<file path="config.mk">
export PLATFORM = sky130hd
export DESIGN_NAME = bcd_countdown_timer
export DESIGN_NICKNAME = d
export VERILOG_FILES = /design/src/rtl/timer_pkg.sv /design/src/rtl/bcd_down_digit.sv /design/src/rtl/bcd_countdown_timer.sv
export SDC_FILE = /design/constraint.sdc
export NUM_CORES = 1
export LEC_CHECK = 0
export BUFFER_PORTS_ARGS = -buffer_cell sky130_fd_sc_hd__buf_2
export CORE_ASPECT_RATIO = 0.7
export CORE_UTILIZATION = 40
export DETAILED_ROUTE_END_ITERATION = 10
export PLACE_DENSITY = 0.69
export SETUP_SLACK_MARGIN = 0.02
export SYNTH_ARGS = -nofsm -noshare
export SYNTH_HDL_FRONTEND = slang
export SYNTH_HIERARCHICAL = 1
export SYNTH_SLANG_ARGS = --single-unit
</file>
<file path="constraint.sdc">
create_clock -name clk -period 3.2 [get_ports clk]
set_input_delay 0.64 -clock clk [delete_from_list [all_inputs] [get_ports clk]]
set_output_delay 0.64 -clock clk [all_outputs]
set_load 0.02 [all_outputs]
</file>
<file path="src/rtl/timer_pkg.sv">
// Shared definitions for the BCD MM:SS countdown timer.
//   state_t      : timer FSM states, 2-bit encoding
//   DIGIT_W      : width of one BCD digit
//   BCD_MAX_ONES : largest value of a ones digit
package timer_pkg;

    localparam int              DIGIT_W      = 4;
    localparam logic [3:0]      BCD_MAX_ONES = 4'd9;

    typedef enum logic [1:0] {
        IDLE  = 2'd0,
        RUN   = 2'd1,
        PAUSE = 2'd2,
        DONE  = 2'd3
    } state_t;

    // True when a BCD digit is a legal value no larger than max_val.
    function automatic logic digit_ok(input logic [DIGIT_W-1:0] d,
                                      input logic [DIGIT_W-1:0] max_val);
        return (d <= BCD_MAX_ONES) && (d <= max_val);
    endfunction

endpackage

</file>
<file path="src/rtl/bcd_down_digit.sv">
// One BCD down-counting digit with parallel load.
//   clk, rst   : clock, async active-low reset (digit -> 0)
//   load       : load load_digit (takes priority over dec_en)
//   load_digit : value to load
//   dec_en     : decrement this digit (borrow in from the digit below)
//   digit      : current digit value
//   borrow_out : decrementing from 0; wraps to MAX and borrows upward
module bcd_down_digit
    import timer_pkg::*;
#(
    parameter logic [DIGIT_W-1:0] MAX = BCD_MAX_ONES
) (
    input  logic               clk,
    input  logic               rst,
    input  logic               load,
    input  logic [DIGIT_W-1:0] load_digit,
    input  logic               dec_en,
    output logic [DIGIT_W-1:0] digit,
    output logic               borrow_out
);

    logic [DIGIT_W-1:0] r_digit;

    always_ff @(posedge clk or negedge rst) begin
        if (!rst)
            r_digit <= '0;
        else if (load)
            r_digit <= load_digit;
        else if (dec_en)
            r_digit <= (r_digit == '0) ? MAX : r_digit - 1'b1;
    end

    assign digit      = r_digit;
    assign borrow_out = dec_en & (r_digit == '0);

endmodule

</file>
<file path="src/rtl/bcd_countdown_timer.sv">
// Four-digit BCD MM:SS countdown timer.
//   clk, rst   : clock, async active-low reset
//   tick       : 1 Hz decrement strobe
//   load       : load load_val (ignored while running)
//   load_val   : BCD {min_tens, min_ones, sec_tens, sec_ones}
//   start      : begin / resume counting
//   pause      : suspend counting
//   count      : current BCD value, same packing as load_val
//   running    : in RUN
//   done       : in DONE (level)
//   done_pulse : one cycle on entry to DONE
//   load_err   : one cycle when an out-of-range load is rejected
module bcd_countdown_timer
    import timer_pkg::*;
#(
    parameter int MIN_TENS_MAX = 5,
    parameter int SEC_TENS_MAX = 5
) (
    input  logic        clk,
    input  logic        rst,
    input  logic        tick,
    input  logic        load,
    input  logic [15:0] load_val,
    input  logic        start,
    input  logic        pause,
    output logic [15:0] count,
    output logic        running,
    output logic        done,
    output logic        done_pulse,
    output logic        load_err
);

    state_t      r_state, w_next;
    logic        r_done_pulse;
    logic        r_load_err;
    logic [15:0] w_count;
    logic [4:0]  w_chain;      // decrement enable into digit i, borrow out of digit 3
    logic        w_load_seen;  // load request in a state that listens to it
    logic        w_load_valid;
    logic        w_load_apply;
    logic        w_dec;
    logic        w_count_zero;

    assign w_load_valid = digit_ok(load_val[3:0],   BCD_MAX_ONES)
                        & digit_ok(load_val[7:4],   DIGIT_W'(SEC_TENS_MAX))
                        & digit_ok(load_val[11:8],  BCD_MAX_ONES)
                        & digit_ok(load_val[15:12], DIGIT_W'(MIN_TENS_MAX));

    assign w_load_seen  = load & (r_state != RUN);
    assign w_load_apply = w_load_seen & w_load_valid;
    assign w_dec        = (r_state == RUN) & tick & ~pause;
    assign w_count_zero = (w_count == 16'h0000);

    // Digit i: 0 sec_ones, 1 sec_tens, 2 min_ones, 3 min_tens.
    assign w_chain[0] = w_dec;
    genvar gi;
    generate
        for (gi = 0; gi < 4; gi++) begin : g_digit
            localparam logic [DIGIT_W-1:0] DMAX =
                (gi == 1) ? DIGIT_W'(SEC_TENS_MAX) :
                (gi == 3) ? DIGIT_W'(MIN_TENS_MAX) : BCD_MAX_ONES;
            bcd_down_digit #(.MAX(DMAX)) u_digit (
                .clk        (clk),
                .rst        (rst),
                .load       (w_load_apply),
                .load_digit (load_val[gi*DIGIT_W +: DIGIT_W]),
                .dec_en     (w_chain[gi]),
                .digit      (w_count[gi*DIGIT_W +: DIGIT_W]),
                .borrow_out (w_chain[gi+1])
            );
        end
    endgenerate

    always_ff @(posedge clk or negedge rst) begin
        if (!rst) begin
            r_state      <= IDLE;
            r_done_pulse <= 1'b0;
            r_load_err   <= 1'b0;
        end else begin
            r_state      <= w_next;
            r_done_pulse <= (r_state != DONE) & (w_next == DONE);
            r_load_err   <= w_load_seen & ~w_load_valid;
        end
    end

    // Any load request (valid or not) outside RUN masks start that cycle.
    always_comb begin
        w_next = r_state;
        case (r_state)
            IDLE: begin
                if (!w_load_seen && start)
                    w_next = w_count_zero ? DONE : RUN;
            end
            RUN: begin
                // w_chain[4] only fires on an underflow from 00:00, which the
                // start guards make unreachable; treat it as done regardless.
                if (pause)
                    w_next = PAUSE;
                else if (w_dec && (w_count == 16'h0001 || w_chain[4]))
                    w_next = DONE;
            end
            PAUSE: begin
                if (!w_load_seen && start && !w_count_zero)
                    w_next = RUN;
            end
            DONE: begin
                if (w_load_apply)
                    w_next = IDLE;
                else if (!w_load_seen && start)
                    w_next = IDLE;
            end
            default: w_next = IDLE;
        endcase
    end

    assign count      = w_count;
    assign running    = (r_state == RUN);
    assign done       = (r_state == DONE);
    assign done_pulse = r_done_pulse;
    assign load_err   = r_load_err;

endmodule

</file>
==> results of run 1 <==
-- flip-flops by register name (all words and copies together), names as in the netlist --
register               flops
g_digit.u_digit/digit     16
r_state                    2
done_pulse                 1
load_err                   1
-- per-stage QoR --
stage / cell area, sq um / power, mW / setup TNS, ps / utilization (%)
floorplan: 1270 / 0.908 / -138 / -
global placement: 1610 / 1.12 / -87.6 / 56.1
detailed placement: 1610 / 1.14 / -290 / 56.1
CTS: 1650 / 1.31 / 0 / 57.6
global route: 1680 / 1.42 / -135 / 58.7
finish: 1680 / 1.32 / 0 / 58.7
-- synth_stat cells --
cell / count / area share, %
nor4b_1: 1 / 0.71
nand4_1: 2 / 1.0
a21boi_0: 1 / 0.61
a211oi_1: 1 / 0.61
nand3b_1: 1 / 0.61
nor2b_1: 7 / 3.5
o21ai_0: 10 / 4.1
a41oi_2: 1 / 1.3
inv_1: 1 / 0.30
o221ai_2: 1 / 1.2
nor4_4: 1 / 1.7
nand2_1: 17 / 5.2
o21ai_1: 8 / 3.2
a32oi_1: 1 / 0.71
mux2i_1: 2 / 1.6
and3_4: 1 / 0.91
a21oi_1: 11 / 4.5
nor4_2: 3 / 3.0
and2_1: 2 / 1.0
nor4b_4: 2 / 3.9
nand2b_1: 6 / 3.0
or4b_1: 2 / 1.6
dfrtp_1: 20 / 41
nor3b_2: 4 / 4.1
xnor2_1: 8 / 5.7
a311o_1: 1 / 0.81
nand3_1: 2 / 0.81
o211ai_1: 1 / 0.61
and2b_1: 2 / 1.2
nor2_1: 6 / 1.8
-- critical path: cells and delay by family, from the launching register on --
kind	cells	cell delay (ps)
AOI/OAI and AO/OA	3	200
DFF	1	420
and+or+nand+nor	11	2490
-- routing by layer --
| metal | vias up | share of wire, % | track usage (%) |
|---|---|---|---|
| met5 | - | 0 | 0 |
| met4 | 0 | 1.0 | 3.13 |
| met3 | 8 | 6.4 | 5.66 |
| met2 | 55 | 47 | 31.4 |
| met1 | 557 | 46 | 29.4 |
| li1 | 575 | - | - |
-- what timing repair did --
| action | 4_1_cts | 5_1_grt |
|---|---|---|
| buffers inserted | 0 | 3 |
| setup endpoints to repair | 0 | 2 |
| resized for setup | 0 | 2 |
-- cells by family after synthesis --
kind of cell	Yosys count
AO/OA/AOI/OAI	36
flip-flops	20
buffers and inverters	1
multiplexers	2
XOR/XNOR	8
AND/OR/NAND/NOR	59
-- power by group through the flow --
stage	Clock (mW)	Sequential (mW)	Combinational [mW]
finish	0.166	0.566	0.592
CTS	0.171	0.565	0.574
global route	0.186	0.589	0.639
detailed placement	0	0.566	0.573
floorplan	0	0.669	0.239
global placement	0	0.560	0.556
-- cell type report --
type | count | area [sq um]
Multi-Input combinational cell | 105 | 778
Fill cell | 243 | 1180
Sequential cell | 20 | 500
Timing Repair Buffer | 55 | 310
Inverter | 1 | 3.75
Clock buffer | 3 | 41.3
Tap cell | 36 | 45.0
-- path summary, 6_finish.rpt --
path                                          endpoint  cells after the start
max                                         r_state[1]                     14
min                        g_digit[2].u_digit/digit[1]                      1
max reg2reg                                 r_state[1]                     14
min reg2reg                                 done_pulse                      1
max in group asynchronous  g_digit[0].u_digit/digit[0]                      1
min in group clk                            done_pulse                      1
==> qor.yml, run 1 <==
status: "finished, final reports clean"
synth-xor-area-share_pct: 5.68
p_int_uw: 705
grt_max_degree: 21
fin_nets: 208
synthesis.nets: 148
max_stage_delay_ps: 490
initial_core_util_pct: 43.1
die_w_um: 68.4
insertedDiodeCount: 0
layout_commonest_cell: "buf_2"
dieArea_sq_um: 3310
yosysWarnings: 6
cpMaxStageDelayCell: "or4b_4"
vdd_drop_max_v: 0.000461
whs_ps: 332
hold_class: "primary input to asynchronous set/reset pin"
switching_share_pct: 46.7
synth_compound_gate_area_share_pct: 17.6
synth-simple-area-share_pct: 34.2
p_per_area_nw_per_um2: 788
hold_buffers: 0
ys_seq_area_share_pct: 40.6
switching_power_uw: 619
synthMuxAreaShare_pct: 1.62
drive_above_1_share_pct: 42.9
fin_crit_sh_pct: 100
pwr-share-clk_pct: 12.5
startpoint: "r_state[1]"
arrival_ps: 3370
cts.htree.levels: 1
root_buffer: "clkbuf_8"
grt_pass1_vias: 1102
leakage_nw: 0.694
synthToLayoutAreaGrowth_pct: 36.1
final.setup_skew_ps: 1.29
hpwl_um: 2390
crit_path_start_kind: "register"
insertion_delay_ps: 260
regToRegSetupSlack_ps: 2
grt_util_all_layers_pct: 20.6
place_inst: 214
critPathRequiredTime_ps: 3380
synth_cell_types: 30
rsz0062_at_grt: "yes"
core_area_sq_um: 2860
vias_per_cell: 5.43
dpl_worst_slack_ps: -181
rows: 16
antenna_left: 0
mostFrequentLayoutCells: "41 x buf_2, 20 x dfrtp_1, 17 x nand2_1"
wirelength_um: 3240
path_cells: "nand3b_1 > nor2_4 > nor4b_4 > nor2b_4 > or4b_4 > nor2_4 > nor4b_4 > nor2b_4 > or4b_4 > nor2_4 > a21oi_1 > nor2_1 > a21oi_2 > o221ai_2"
portBuffers: 41
critPathMaxFanout: 5
drtIter0Drc: 107
setup-violations-final: 0
relSlewSlack_pct: 68.2
min_period_ps: 3200
r2r_start: "r_state[1]"
drc: 0
seq_power_share_pct: 42.8
tightest_slew_ps: 477
routedWlPerCell_um: 14.7
hold_viol_final: 0
routed-via-count: 1195
cts_tree: "done"
cp-end-kind: "register"
drv_cap: 0
setup_ws_ps: 1.52
antenna_found_initial: 0
syn_area_sq_um: 1230
dr.pass1.iters: 4
cts_buffer_depth: 2
power_frac_comb_pct: 44.7
avgSynthCellArea_sq_um: 9.79
globalplace.congestion: 0.943
die_y_um: 48.5
critPathKind: "register to register"
grt_pass1_wl_um: 5130
maxSlewViolCount: 0
cts.sinks: 20
path_clk_slew_ps: 70
io_pins: 42
synthCells: 126
cpMostUsedCell: "nor2_4"
synth_top_family_by_area: "simple AND/OR/NAND/NOR gates"
fin_cells: 220
fmax_mhz: 313
globalRouteOverflowTotal: 0
cts_buffers: 3
synthAdderAreaFrac_pct: 0
synth_seq_cells: 20
No activity file was read; power rests on OpenSTA's default activity.
==> run 2: changes to the inputs <==
--- a/config.mk
+++ b/config.mk
@@ -9,7 +9,7 @@
 export CORE_ASPECT_RATIO = 0.7
 export CORE_UTILIZATION = 40
 export DETAILED_ROUTE_END_ITERATION = 10
-export PLACE_DENSITY = 0.69
+export PLACE_DENSITY = 0.66
 export SETUP_SLACK_MARGIN = 0.02
 export SYNTH_ARGS = -nofsm -noshare
 export SYNTH_HDL_FRONTEND = slang
==> constraint.sdc (replaced) <==
create_clock -name clk -period 3.4 [get_ports clk]
set_input_delay 0.68 -clock clk [delete_from_list [all_inputs] [get_ports clk]]
set_output_delay 0.68 -clock clk [all_outputs]
set_load 0.02 [all_outputs]
==> run 2 against run 1 <==
- die area unchanged
- largest cell class unchanged
- register-to-register slack gained 220 ps
- largest power group is now sequential cells
- combinational power is 17% lower
- first-iteration DRC count fell by 21%
- non-clock buffer count fell by 6
- highest routed layer unchanged
- critical path depth did not move
- flip-flop and latch count did not move
- global-route usage is 0.40 points lower
- sequential share of layout area rose by 0.95 points
- count of clock-buffer cells in the layout grew 1
- worst setup slack better by 220 ps
- fmax rose by 0.79%
==> qor.yml, run 2 (same netlist as run 1, synthesis figures left out) <==
layout_commonest_cell: "buf_2"
max_stage_delay_ps: 480
globalplace.congestion: 0.853
r2r_start: "r_state[1]"
grt_util_all_layers_pct: 20.2
critPathKind: "register to register"
dr.pass1.iters: 4
grt_max_degree: 33
die_w_um: 68.4
leakage_nw: 0.668
insertion_delay_ps: 260
path_clk_slew_ps: 80
globalRouteOverflowTotal: 0
final.setup_skew_ps: 3.27
cts_buffer_depth: 2
root_buffer: "clkbuf_8"
synthToLayoutAreaGrowth_pct: 32.3
hold_viol_final: 0
fin_nets: 202
wirelength_um: 3120
maxSlewViolCount: 0
setup_ws_ps: 227
die_y_um: 48.5
crit_path_start_kind: "register"
routed-via-count: 1168
rsz0062_at_grt: "no"
grt_pass1_vias: 1062
vias_per_cell: 5.43
worstReg2RegEnd: "r_state[1]"
relSlewSlack_pct: 67.2
p_per_area_nw_per_um2: 756
arrival_ps: 3350
rows: 16
setup-violations-final: 0
critPathRequiredTime_ps: 3580
cts.htree.levels: 1
cts_tree: "done"
regToRegSetupSlack_ps: 230
fin_crit_sh_pct: 93.3
dieArea_sq_um: 3310
hold_class: "primary input to asynchronous set/reset pin"
dpl_worst_slack_ps: -80.4
hpwl_um: 2350
cts.sinks: 20
drive_above_1_share_pct: 40.8
critPathMaxFanout: 6
core_area_sq_um: 2860
drc: 0
cp-end-kind: "register"
reg2regPathDepth: 14
initial_core_util_pct: 43.1
fmax_mhz: 315
grt_pass1_wl_um: 5020
cts_buffers: 3
path_cells: "nand3b_1 > nor2_4 > nor4b_4 > nor2b_4 > or4b_4 > nor2_2 > nor4b_4 > nor2b_4 > or4b_1 > nor2_2 > a21oi_1 > nor2_1 > a21oi_1 > o221ai_2"
io_pins: 42
mostFrequentLayoutCells: "41 x buf_2, 19 x dfrtp_1, 17 x nand2_1"
insertedDiodeCount: 0
antenna_left: 0
tightest_slew_ps: 487
vdd_drop_max_v: 0.000401
portBuffers: 41
routedWlPerCell_um: 14.5
hold_buffers: 0
antenna_found_initial: 0
largest_reg_flops: 16
cpMaxStageDelayCell: "or4b_1"
power.total_mw: 1.23
drtIter0Drc: 84
startpoint: "r_state[1]"
drv_cap: 0
crit_end: "r_state[1]"
status: "finished, final reports clean"
min_period_ps: 3170
==> run 2: cell types whose count changed in the layout (fill, tap and decap cells not counted), sizes merged <==
| cell | previous run | this run |
|---|---|---|
| buf | 55 | 49 |
| clkbuf | 3 | 4 |
==> run 2: area by class of cell <==
type / count / area, sq um
inverter: 1 / 3.75
multi-input combinational: 105 / 761
sequential: 20 / 502
clock buffer: 4 / 55.1
tap: 36 / 45.0
fill: 254 / 1230
timing repair buffer: 49 / 265
==> run 2: critical path, delay by kind of cell (launching register included) <==
kind | cells | cell delay (ps)
AOI/OAI and AO/OA | 3 | 190
DFF | 1 | 430
and+or+nand+nor | 11 | 2470
==> run 2: how the worst min path moves through the flow <==
stage | end | slack (ps) | start | cells past startpoint
final | g_digit[2].u_digit/digit[2] | 370 | rst | 1
after global routing | g_digit[3].u_digit/digit[2] | 400 | rst | 1
after CTS | g_digit[3].u_digit/digit[2] | 380 | rst | 1
after detailed placement | done_pulse | 490 | r_state[1] | 1
after global placement | done_pulse | 500 | r_state[1] | 1
after floorplan | done_pulse | 380 | rst | 0
==> run 2: what timing repair did <==
action	CTS	global route
buffers inserted	0	1
gates resized for setup	0	3
endpoints found under the setup margin	0	2
==> run 2: through the flow <==
stage	utilization [%]	instances	TNS [ps]	instance area (sq um)	hold WS (ps)
after floorplan	-	126	0	1260	384
after global placement	54.5	210	0	1560	495
after detailed placement	54.5	210	-90.1	1560	489
after CTS	56.5	214	0	1620	380
after global routing	57.0	215	0	1630	396
final	57.0	215	0	1630	365
==> run 2: report_power, final <==
group          internal [mW]  switching, mW
registers              0.338          0.221
clock network          0.103         0.0788
logic                  0.221          0.272
total                  0.662          0.572
==> run 2: per-layer routing <==
layer,vias to the layer above,GRT usage (%),share of wire (%)
met3,4,5.42,6.3
met5,-,0,0
met1,562,29.5,48
met2,37,29.6,44
li1,565,-,-
met4,0,4.51,0.87
